**config.mk**
```make
export PLATFORM = sky130hd
export DESIGN_NAME = smpl_buf_sequencer_flat
export DESIGN_NICKNAME = d
export VERILOG_FILES = /design/src/rtl/smpl_buf_sequencer_if.sv /design/src/rtl/smpl_buf_sequencer.sv /design/src/flat_wrapper.sv
export SDC_FILE = /design/constraint.sdc
export NUM_CORES = 1
export LEC_CHECK = 0
export ABC_CLOCK_PERIOD_IN_PS = 1860
export BUFFER_PORTS_ARGS = -buffer_cell sky130_fd_sc_hd__buf_2
export CAP_MARGIN = 15
export CORE_ASPECT_RATIO = 0.6
export CORE_MARGIN = 2
export CORE_UTILIZATION = 28
export CTS_CLUSTER_DIAMETER = 60
export DETAILED_ROUTE_END_ITERATION = 10
export PLACE_DENSITY_LB_ADDON = 0.15
export SYNTH_ARGS = -nofsm -noshare
export SYNTH_HDL_FRONTEND = slang
export SYNTH_SLANG_ARGS = --single-unit
```
**constraint.sdc**
```tcl
create_clock -name clk -period 1.86 [get_ports clk]
set_input_delay 0.186 -clock clk [delete_from_list [all_inputs] [get_ports clk]]
set_output_delay 0.186 -clock clk [all_outputs]
set_load 0.1 [all_outputs]
```
**src/rtl/smpl_buf_sequencer_if.sv**
```systemverilog
// Bundle of sample strobe, RAM address/control and status signals between the
// sample source/FIR datapath (master) and smpl_buf_sequencer (slave).
interface smpl_buf_sequencer_if #(
  parameter int AW = 11,
  parameter int CW = 10
);
  logic          wrt_smpl;
  logic          clr_ovr;
  logic          ram_we;
  logic [AW-1:0] ram_waddr;
  logic [AW-1:0] ram_raddr;
  logic [CW-1:0] coeff_addr;
  logic          sequencing;
  logic          seq_last;
  logic          primed;
  logic          overrun;

  modport master (
    output wrt_smpl, clr_ovr,
    input  ram_we, ram_waddr, ram_raddr, coeff_addr,
           sequencing, seq_last, primed, overrun
  );

  modport slave (
    input  wrt_smpl, clr_ovr,
    output ram_we, ram_waddr, ram_raddr, coeff_addr,
           sequencing, seq_last, primed, overrun
  );
endinterface

```
**src/rtl/smpl_buf_sequencer.sv**
```systemverilog
// Circular sample-buffer sequencer: write pointer, fill/prime tracking and TAPS-long
// read bursts (oldest to newest) for an FIR MAC. Optional macro SMPL_DIV_EN gates input.
module smpl_buf_sequencer #(
  parameter int DEPTH = 1536,
  parameter int AW    = 11,
  parameter int TAPS  = 1021,
  parameter int CW    = 10
) (
  input  logic                 clk,
  input  logic                 rst_n,
  smpl_buf_sequencer_if.slave  bus_io
);

  localparam int FW = $clog2(TAPS + 1);

  localparam logic [0:0]    IDLE  = 1'b0;
  localparam logic [0:0]    BURST = 1'b1;

  localparam logic [AW-1:0] LAST_ADDR = AW'(DEPTH - 1);
  localparam logic [AW:0]   TAPS_M1_X = (AW+1)'(TAPS - 1);
  localparam logic [AW:0]   DEPTH_X   = (AW+1)'(DEPTH);
  localparam logic [CW-1:0] LAST_K    = CW'(TAPS - 1);
  localparam logic [FW-1:0] FILL_FULL = FW'(TAPS);
  localparam logic [FW-1:0] FILL_M1   = FW'(TAPS - 1);

  logic          accept;
  logic [0:0]    state_q,   state_d;
  logic [AW-1:0] wr_ptr_q,  wr_ptr_d;
  logic [FW-1:0] fill_q,    fill_d;
  logic          pending_q, pending_d;
  logic          primed_q,  primed_d;
  logic          ovr_q,     ovr_d;
  logic          we_q,      we_d;
  logic [AW-1:0] waddr_q,   waddr_d;
  logic [AW-1:0] raddr_q,   raddr_d;
  logic [CW-1:0] coeff_q,   coeff_d;
  logic [AW:0]   waddr_x;
  logic [AW:0]   start_x;

`ifdef SMPL_DIV_EN
  logic [9:0] tick_q;

  always_ff @(posedge clk or negedge rst_n) begin
    if (!rst_n) tick_q <= '0;
    else        tick_q <= tick_q + 10'd1;
  end

  assign accept = bus_io.wrt_smpl && (tick_q == 10'h3FF);
`else
  assign accept = bus_io.wrt_smpl;
`endif

  // Oldest tap of the window ending at the newest written address, modulo DEPTH.
  assign waddr_x = {1'b0, waddr_q};
  assign start_x = (waddr_x >= TAPS_M1_X) ? (waddr_x - TAPS_M1_X)
                                          : (waddr_x + DEPTH_X - TAPS_M1_X);

  always_comb begin
    state_d   = state_q;
    wr_ptr_d  = wr_ptr_q;
    fill_d    = fill_q;
    pending_d = pending_q;
    primed_d  = primed_q;
    ovr_d     = ovr_q;
    we_d      = accept;
    waddr_d   = waddr_q;
    raddr_d   = raddr_q;
    coeff_d   = coeff_q;

    case (state_q)
      IDLE: begin
        if (pending_q) begin
          state_d   = BURST;
          raddr_d   = start_x[AW-1:0];
          coeff_d   = '0;
          pending_d = 1'b0;
        end
      end
      BURST: begin
        if (coeff_q == LAST_K) begin
          state_d = IDLE;
        end else begin
          raddr_d = (raddr_q == LAST_ADDR) ? '0 : raddr_q + AW'(1);
          coeff_d = coeff_q + CW'(1);
        end
      end
      default: state_d = IDLE;
    endcase

    if (bus_io.clr_ovr) ovr_d = 1'b0;

    // A new sample overrides the pending clear above and always sets overrun if one was owed.
    if (accept) begin
      waddr_d  = wr_ptr_q;
      wr_ptr_d = (wr_ptr_q == LAST_ADDR) ? '0 : wr_ptr_q + AW'(1);
      if (fill_q != FILL_FULL) fill_d = fill_q + FW'(1);
      if (fill_q >= FILL_M1) begin
        primed_d  = 1'b1;
        pending_d = 1'b1;
      end
      if (pending_q) ovr_d = 1'b1;
    end
  end

  always_ff @(posedge clk or negedge rst_n) begin
    if (!rst_n) begin
      state_q   <= IDLE;
      wr_ptr_q  <= '0;
      fill_q    <= '0;
      pending_q <= 1'b0;
      primed_q  <= 1'b0;
      ovr_q     <= 1'b0;
      we_q      <= 1'b0;
      waddr_q   <= '0;
      raddr_q   <= '0;
      coeff_q   <= '0;
    end else begin
      state_q   <= state_d;
      wr_ptr_q  <= wr_ptr_d;
      fill_q    <= fill_d;
      pending_q <= pending_d;
      primed_q  <= primed_d;
      ovr_q     <= ovr_d;
      we_q      <= we_d;
      waddr_q   <= waddr_d;
      raddr_q   <= raddr_d;
      coeff_q   <= coeff_d;
    end
  end

  assign bus_io.ram_we     = we_q;
  assign bus_io.ram_waddr  = waddr_q;
  assign bus_io.ram_raddr  = raddr_q;
  assign bus_io.coeff_addr = coeff_q;
  assign bus_io.sequencing = (state_q == BURST);
  assign bus_io.seq_last   = (state_q == BURST) && (coeff_q == LAST_K);
  assign bus_io.primed     = primed_q;
  assign bus_io.overrun    = ovr_q;

endmodule

```
**src/flat_wrapper.sv**
```systemverilog
// flat-port wrapper written by rule: the top's interface ports become plain ports
module smpl_buf_sequencer_flat 
#(
  parameter int DEPTH = 1536,
  parameter int AW    = 11,
  parameter int TAPS  = 1021,
  parameter int CW    = 10
)
  (clk, rst_n, bus_io_wrt_smpl, bus_io_clr_ovr, bus_io_ram_we, bus_io_ram_waddr, bus_io_ram_raddr, bus_io_coeff_addr, bus_io_sequencing, bus_io_seq_last, bus_io_primed, bus_io_overrun);
  smpl_buf_sequencer_if #(.AW(AW), .CW(CW)) bus_io_i ();
  input  logic clk;
  input  logic rst_n;
  input wire logic [$bits(bus_io_i.wrt_smpl)-1:0] bus_io_wrt_smpl;
  input wire logic [$bits(bus_io_i.clr_ovr)-1:0] bus_io_clr_ovr;
  output wire logic [$bits(bus_io_i.ram_we)-1:0] bus_io_ram_we;
  output wire logic [$bits(bus_io_i.ram_waddr)-1:0] bus_io_ram_waddr;
  output wire logic [$bits(bus_io_i.ram_raddr)-1:0] bus_io_ram_raddr;
  output wire logic [$bits(bus_io_i.coeff_addr)-1:0] bus_io_coeff_addr;
  output wire logic [$bits(bus_io_i.sequencing)-1:0] bus_io_sequencing;
  output wire logic [$bits(bus_io_i.seq_last)-1:0] bus_io_seq_last;
  output wire logic [$bits(bus_io_i.primed)-1:0] bus_io_primed;
  output wire logic [$bits(bus_io_i.overrun)-1:0] bus_io_overrun;
  assign bus_io_i.wrt_smpl = bus_io_wrt_smpl;
  assign bus_io_i.clr_ovr = bus_io_clr_ovr;
  assign bus_io_ram_we = bus_io_i.ram_we;
  assign bus_io_ram_waddr = bus_io_i.ram_waddr;
  assign bus_io_ram_raddr = bus_io_i.ram_raddr;
  assign bus_io_coeff_addr = bus_io_i.coeff_addr;
  assign bus_io_sequencing = bus_io_i.sequencing;
  assign bus_io_seq_last = bus_io_i.seq_last;
  assign bus_io_primed = bus_io_i.primed;
  assign bus_io_overrun = bus_io_i.overrun;
  smpl_buf_sequencer #(.DEPTH(DEPTH), .AW(AW), .TAPS(TAPS), .CW(CW)) u_core (.clk(clk), .rst_n(rst_n), .bus_io(bus_io_i));
endmodule
```
==> Yosys cells after proc, flatten, opt, wreduce, memory -nomap -nowiden <==
Index checks and enable logic that the tools add are counted.
{ "classes": {"muxes": 18, "n_eq_ne": 6, "order_cmp": 2, "bitwise": 1, "addsub": 7, "n_reduce_logical": 4} }
{ "op_table": {"columns": ["cell", "n"], "rows": [
  ["$mux W11", 5],
  ["$add A11 B1 Y11 const B", 2],
  ["$eq A11 B11 Y1 const B", 2],
  ["$pmux W11 S2", 1],
  ["$sub A11 B10 Y11 const B", 2],
  ["$add A10 B1 Y10 const B", 2],
  ["$mux W10", 2],
  ["$pmux W10 S2", 1],
  ["$add A11 B11 Y11 const B", 1],
  ["$ge A11 B10 Y1 const B", 1],
  ["$eq A10 B10 Y1 const B", 1],
  ["$ge A10 B10 Y1 const B", 1],
  ["$ne A10 B10 Y1 const B", 1],
  ["$mux W1", 8],
  ["$reduce_and A2 Y1", 3],
  ["$ne A2 B1 Y1 const B", 1],
  ["$ne A2 B2 Y1 const B", 1],
  ["$pmux W1 S2", 1],
  ["$logic_and A1 B1 Y1", 1],
  ["$not A1 Y1", 1]
]} }
{ "word_totals": {"ff_bits": 58, "output_inout_bits": 37, "word_cells": 48} }

==> Depth between registers and ports, before layout <==
{ "logic_depth": {"depth_word": 5, "depth_mapped": 9, "depth_no_buf": 8} }

==> Least setup slack after synthesis <==
No wires, ideal clock.
{ "synth_path": {"path_type": "register -> output", "start": "register u_core.coeff_q[6] (netlist: u_core.bus_io.coeff_addr[6])", "end": "output bus_io_seq_last", "slack_ps": -1760, "stages_incl_launch_ff": 3, "arrival_time_ps": 3434, "path_cell_list": "dfrtp_1 nand3_1 nor3_1"} }
{ "synth_between": {"elab_chain_cells": 2} }
{ "synth_rtl": {"columns": ["element", "line_no", "text"], "rows": [
  ["start: declaration", "smpl_buf_sequencer.sv:36", "logic [CW-1:0] coeff_q, coeff_d;"],
  ["start signal: assignment", "smpl_buf_sequencer.sv:127", "coeff_q <= coeff_d;"],
  ["$eq A10 B10 Y1", "smpl_buf_sequencer.sv:136", "assign bus_io.seq_last = (state_q == BURST) && (coeff_q == LAST_K);"],
  ["$logic_and A1 B1 Y1", "smpl_buf_sequencer.sv:136", null],
  ["end: declaration", "flat_wrapper.sv:20", "output wire logic [$bits(bus_io_i.seq_last)-1:0] bus_io_seq_last;"]
]} }
Every way passes these cells.

==> Final worst setup path <==
{ "layout_path": {"start": "register u_core.coeff_q[1] (netlist: u_core.bus_io.coeff_addr[1])", "end": "register u_core.raddr_q[4] (netlist: u_core.bus_io.ram_raddr[4])"} }
{ "layout_between": {"elab_chain_cells": 3} }
{ "layout_rtl": {"columns": ["element", "line_no", "text"], "rows": [
  ["$eq A10 B10 Y1", "smpl_buf_sequencer.sv:80", "if (coeff_q == LAST_K) begin"],
  ["$ne A2 B2 Y1 (no line)", null, null],
  ["$reduce_and A2 Y1 (no line)", null, null],
  ["end signal: assignment", "smpl_buf_sequencer.sv:126", "raddr_q <= raddr_d;"],
  ["end: declaration", "smpl_buf_sequencer.sv:35", "logic [AW-1:0] raddr_q, raddr_d;"]
]} }
Every way passes these cells.
A chain may end at the register's enable or synchronous reset.

==> qor_table.md <==
| Result | Reported | Unit |
|:---|:---|:---|
| RSZ-0062 raised after global routing | yes | - |
| Vias per Instance | 4.74 | - |
| Final critical-path required period | 1.92 | ns |
| Area of the mapped netlist | 2930 | sq um |
| Count of max-cap constraint violations | 0 | - |
| Startpoint of the lowest-slack register-to-register path | u_core.bus_io.coeff_addr[1] | - |
| Terminus of the critical flop-to-flop path | u_core.bus_io.ram_raddr[4] | - |
| Diode insertion count for antenna repair | 0 | - |
| Crit path max fanout | 7 | - |
| Final Hold Vio Count | 0 | - |
| CTS Sinks | 58 | - |
| Period utilization | 1.03 | - |
| Number of enable-type register cells in the synthesized netlist | 0 | - |
| Total power divided by cell area | 1160 | nW/um^2 |
| Count of nets left with antenna violations after detail routing | 0 | - |
| Hold endpoint | u_core.bus_io.overrun | - |
| Layout cell share with drive strength beyond 1 | 0.418 | - |
| Flops & latches, synth | 58 | - |
| Vias post-DR | 2,343 | - |
| Worst-case clock buffer depth | 2 | - |
| Post-Layout Cell Count | 494 | - |
| Violation count after the first detailed-routing iteration | 130 | - |
| Mean area per synthesized cell | 10.5 | sq um |
| Maximum clock rate | 520 | MHz |
| Wire length of the first global-routing pass | 12,800 | microns |
| Ys async rst share | 1.00 | - |
| Worst Setup Slack, final | -0.0631 | ns |
| Worst skew pair latency | 0.33 | ns |
| Worst ir drop on vdd | 1110 | uV |
| Clock buffers created by TritonCTS | 9 | - |
| Most frequently used flop master after synthesis | sky130_fd_sc_hd__dfrtp_1 | - |
| Global router's overall resource usage | 0.151 | - |
| Critical path start-end classification | reg -> reg | - |
| Die height | 83.2 | microns |
| Failing checks | negative setup slack | - |
| Synthesized Nets | 291 | - |
| Core Footprint | 10,000 | sq um |
| Library cell used as clock root buffer | sky130_fd_sc_hd__clkbuf_16 | - |
| Worst min-delay path class | in -> reg | - |
| Final worst hold slack | 0.0487 | ns |
| Cell depth of the worst min-delay path | 2 | - |
| Net count of the finished layout | 366 | - |
| Vias in the first global route | 2,256 | - |
| Slew HR | 0.672 | - |
| Startpoint class of the critical path | register | - |
| Average routed wire per standard cell | 15.9 | microns |
| Actual transition at the worst max-transition pin | 0.493 | ns |
| Synthesized netlist cell count | 279 | - |
| Max-slew violation count | 0 | - |
| Effective utilization at floorplan | 0.292 | - |
| Placed instance count | 469 | - |
| Clock tree from TritonCTS | built | - |
| Kind of end point of the critical path | register | - |
| Setup TNS | -0.206 | ns |
| Total number of H-tree levels | 3 | - |
| Horizontal die dimension | 136 | microns |
| Synth-to-layout area growth | 37.2 | % |
| Signal arrival time at the worst endpoint | 2.14 | ns |
| Setup slack, reg-to-reg | -0.06 | ns |
| Hold Startpoint | bus_io_clr_ovr | - |
| Clock transition at the registers of the reported paths | 0.05 | ns |
| Setup violations, final | 6 | - |
| Required time of the critical path | 2.08 | ns |
| Fin Clk Skew | 0.00535 | ns |
| Result of the run | finished with violations | - |
| Share of the yosys chip area belonging to registers | 0.495 | - |
| Count of cell types in the netlist | 53 | - |
| Total wire length | 7860 | microns |
| DIE AREA | 11,300 | sq um |
| I/O pin count | 41 | - |
| Maximum number of pins on one net before global-route repair | 40 | - |
| GR Overflow Total | 0 | - |
| Worst Reg2Reg Path Length in Cells | 9 | - |
| Row count | 28 | - |
| Gp weighted congestion | 0.844 | - |
| Number of antenna violations at the first check in global routing | 0 | - |
| Total iterations of the first detailed-routing run | 4 | - |
| Total half-perimeter wirelength after legalization and detailed placement | 5710 | microns |
| Synth warnings | 0 | - |
| DRC violation count after routing | 0 | - |
| Most frequent standard cell in the layout excluding fill and tap cells | sky130_fd_sc_hd__buf_2 | - |
| Standby leakage power | 1.73 | nW |
| Core utilization of the finished layout | 0.401 | - |
| Number of buffers inserted by port buffering | 40 | - |
| Most frequent cells in the layout | 39 x sky130_fd_sc_hd__buf_2, 27 x sky130_fd_sc_hd__dfrtp_1, 23 x sky130_fd_sc_hd__nand2_1, 23 x sky130_fd_sc_hd__buf_4, 22 x sky130_fd_sc_hd__dfrtp_2 | - |
==> critical path, stage by stage (launching register included) <==
cell and delay, ns:
sky130_fd_sc_hd__dfrtp_4 0.48, sky130_fd_sc_hd__inv_4 0.07, sky130_fd_sc_hd__ha_4 0.13, sky130_fd_sc_hd__nand4_1 0.12, sky130_fd_sc_hd__buf_4 0.17, sky130_fd_sc_hd__o32ai_4 0.27, sky130_fd_sc_hd__buf_6 0.18, sky130_fd_sc_hd__or2_4 0.18
sky130_fd_sc_hd__o32a_1 0.15, sky130_fd_sc_hd__o21ai_1 0.06
==> timing repair <==
item	4_1_cts	5_1_grt
endpoints found under the hold margin	19	0
gates cloned	0	0
hold buffers	1	0
endpoints found under the setup margin	3	20
gates resized for setup	5	18
buffers inserted	4	4
pin swaps	3	7
==> cells by family after synthesis <==
family | Yosys count | share of synthesized area
xor gates and xnor gates | 30 | 0.0897
buffers and inverters | 22 | 0.0320
adders and majority gates | 8 | 0.0342
DFF | 58 | 0.495
muxes | 13 | 0.0495
and+or+nand+nor | 102 | 0.178
AOI/OAI and AO/OA | 46 | 0.121
==> state kept, by name (all words and copies together), names as in the netlist, 10 cells and up <==
register / cells
u_core.wr_ptr_q: 11
u_core.fill_q: 10
u_core.bus_io.ram_waddr: 11
u_core.bus_io.coeff_addr: 10
u_core.bus_io.ram_raddr: 11
==> Yosys cell counts, drive strengths merged, types with 2 or more instances <==
library cell   n  area share
dfrtp         58        0.50
nand2         25       0.032
nor2          19       0.024
xnor2         19       0.057
nand3         16       0.029
inv           15       0.019
nand4         15       0.032
o21ai         15       0.026
mux2          12       0.046
xor2          11       0.033
ha             8       0.034
buf            5       0.010
nor3           5      0.0085
a21oi          4      0.0068
and3           4      0.0085
and4           3      0.0090
nand2b         3      0.0064
o22ai          3      0.0064
o311ai         3      0.0090
o32a           3       0.010
a22oi          2      0.0051
a41oi          2      0.0060
clkbuf         2      0.0026
nor2b          2      0.0043
nor4           2      0.0043
o221ai         2      0.0060
o31ai          2      0.0051
o41ai          2       0.012
or2            2      0.0043
==> how the worst max path moves through the flow <==
stage / from / end / slack [ns]
after floorplan: u_core.bus_io.coeff_addr[1] / bus_io_seq_last / -0.20
after global placement: u_core.bus_io.coeff_addr[7] / u_core.bus_io.ram_raddr[6] / -0.008
after detailed placement: u_core.bus_io.coeff_addr[7] / u_core.bus_io.ram_raddr[6] / -0.03
after CTS: u_core.bus_io.coeff_addr[1] / bus_io_seq_last / -0.02
after global routing: u_core.bus_io.coeff_addr[1] / u_core.bus_io.ram_raddr[8] / -0.17
final: u_core.bus_io.coeff_addr[1] / u_core.bus_io.ram_raddr[4] / -0.06
==> stage by stage <==
stage          area, sq um  total power (W)  setup slack (ns)
5_1_grt               4020          0.00489            -0.173
6_report              4020          0.00465           -0.0631
4_1_cts               3910          0.00468           -0.0215
2_1_floorplan         3040          0.00274            -0.199
3_5_place_dp          3560          0.00309           -0.0294
3_3_place_gp          3560          0.00309          -0.00830
==> report_power, final <==
part / total [W] / internal, W / switching, W
logic: 0.00133 / 0.000341 / 0.000992
clock network: 0.00156 / 0.00100 / 0.000553
registers: 0.00176 / 0.00150 / 0.000261
==> final cells by class <==
class	count	area (sq um)
multi-input combinational	199	1500
fill	1031	6000
timing repair buffer	71	494
clock inverter	2	10.0
inverter	15	61.3
sequential	58	1510
clock buffer	14	274
tap	135	169
==> layer usage <==
| metal | GRT usage | vias to the layer above | wire length (microns) |
|---|---|---|---|
| met4 | 0.0521 | 0 | 98 |
| met5 | 0 | - | 0 |
| met1 | 0.247 | 1136 | 4540 |
| li1 | - | 1162 | - |
| met2 | 0.173 | 37 | 2920 |
| met3 | 0.0495 | 8 | 297 |
Power figures use the tool's default switching activity.
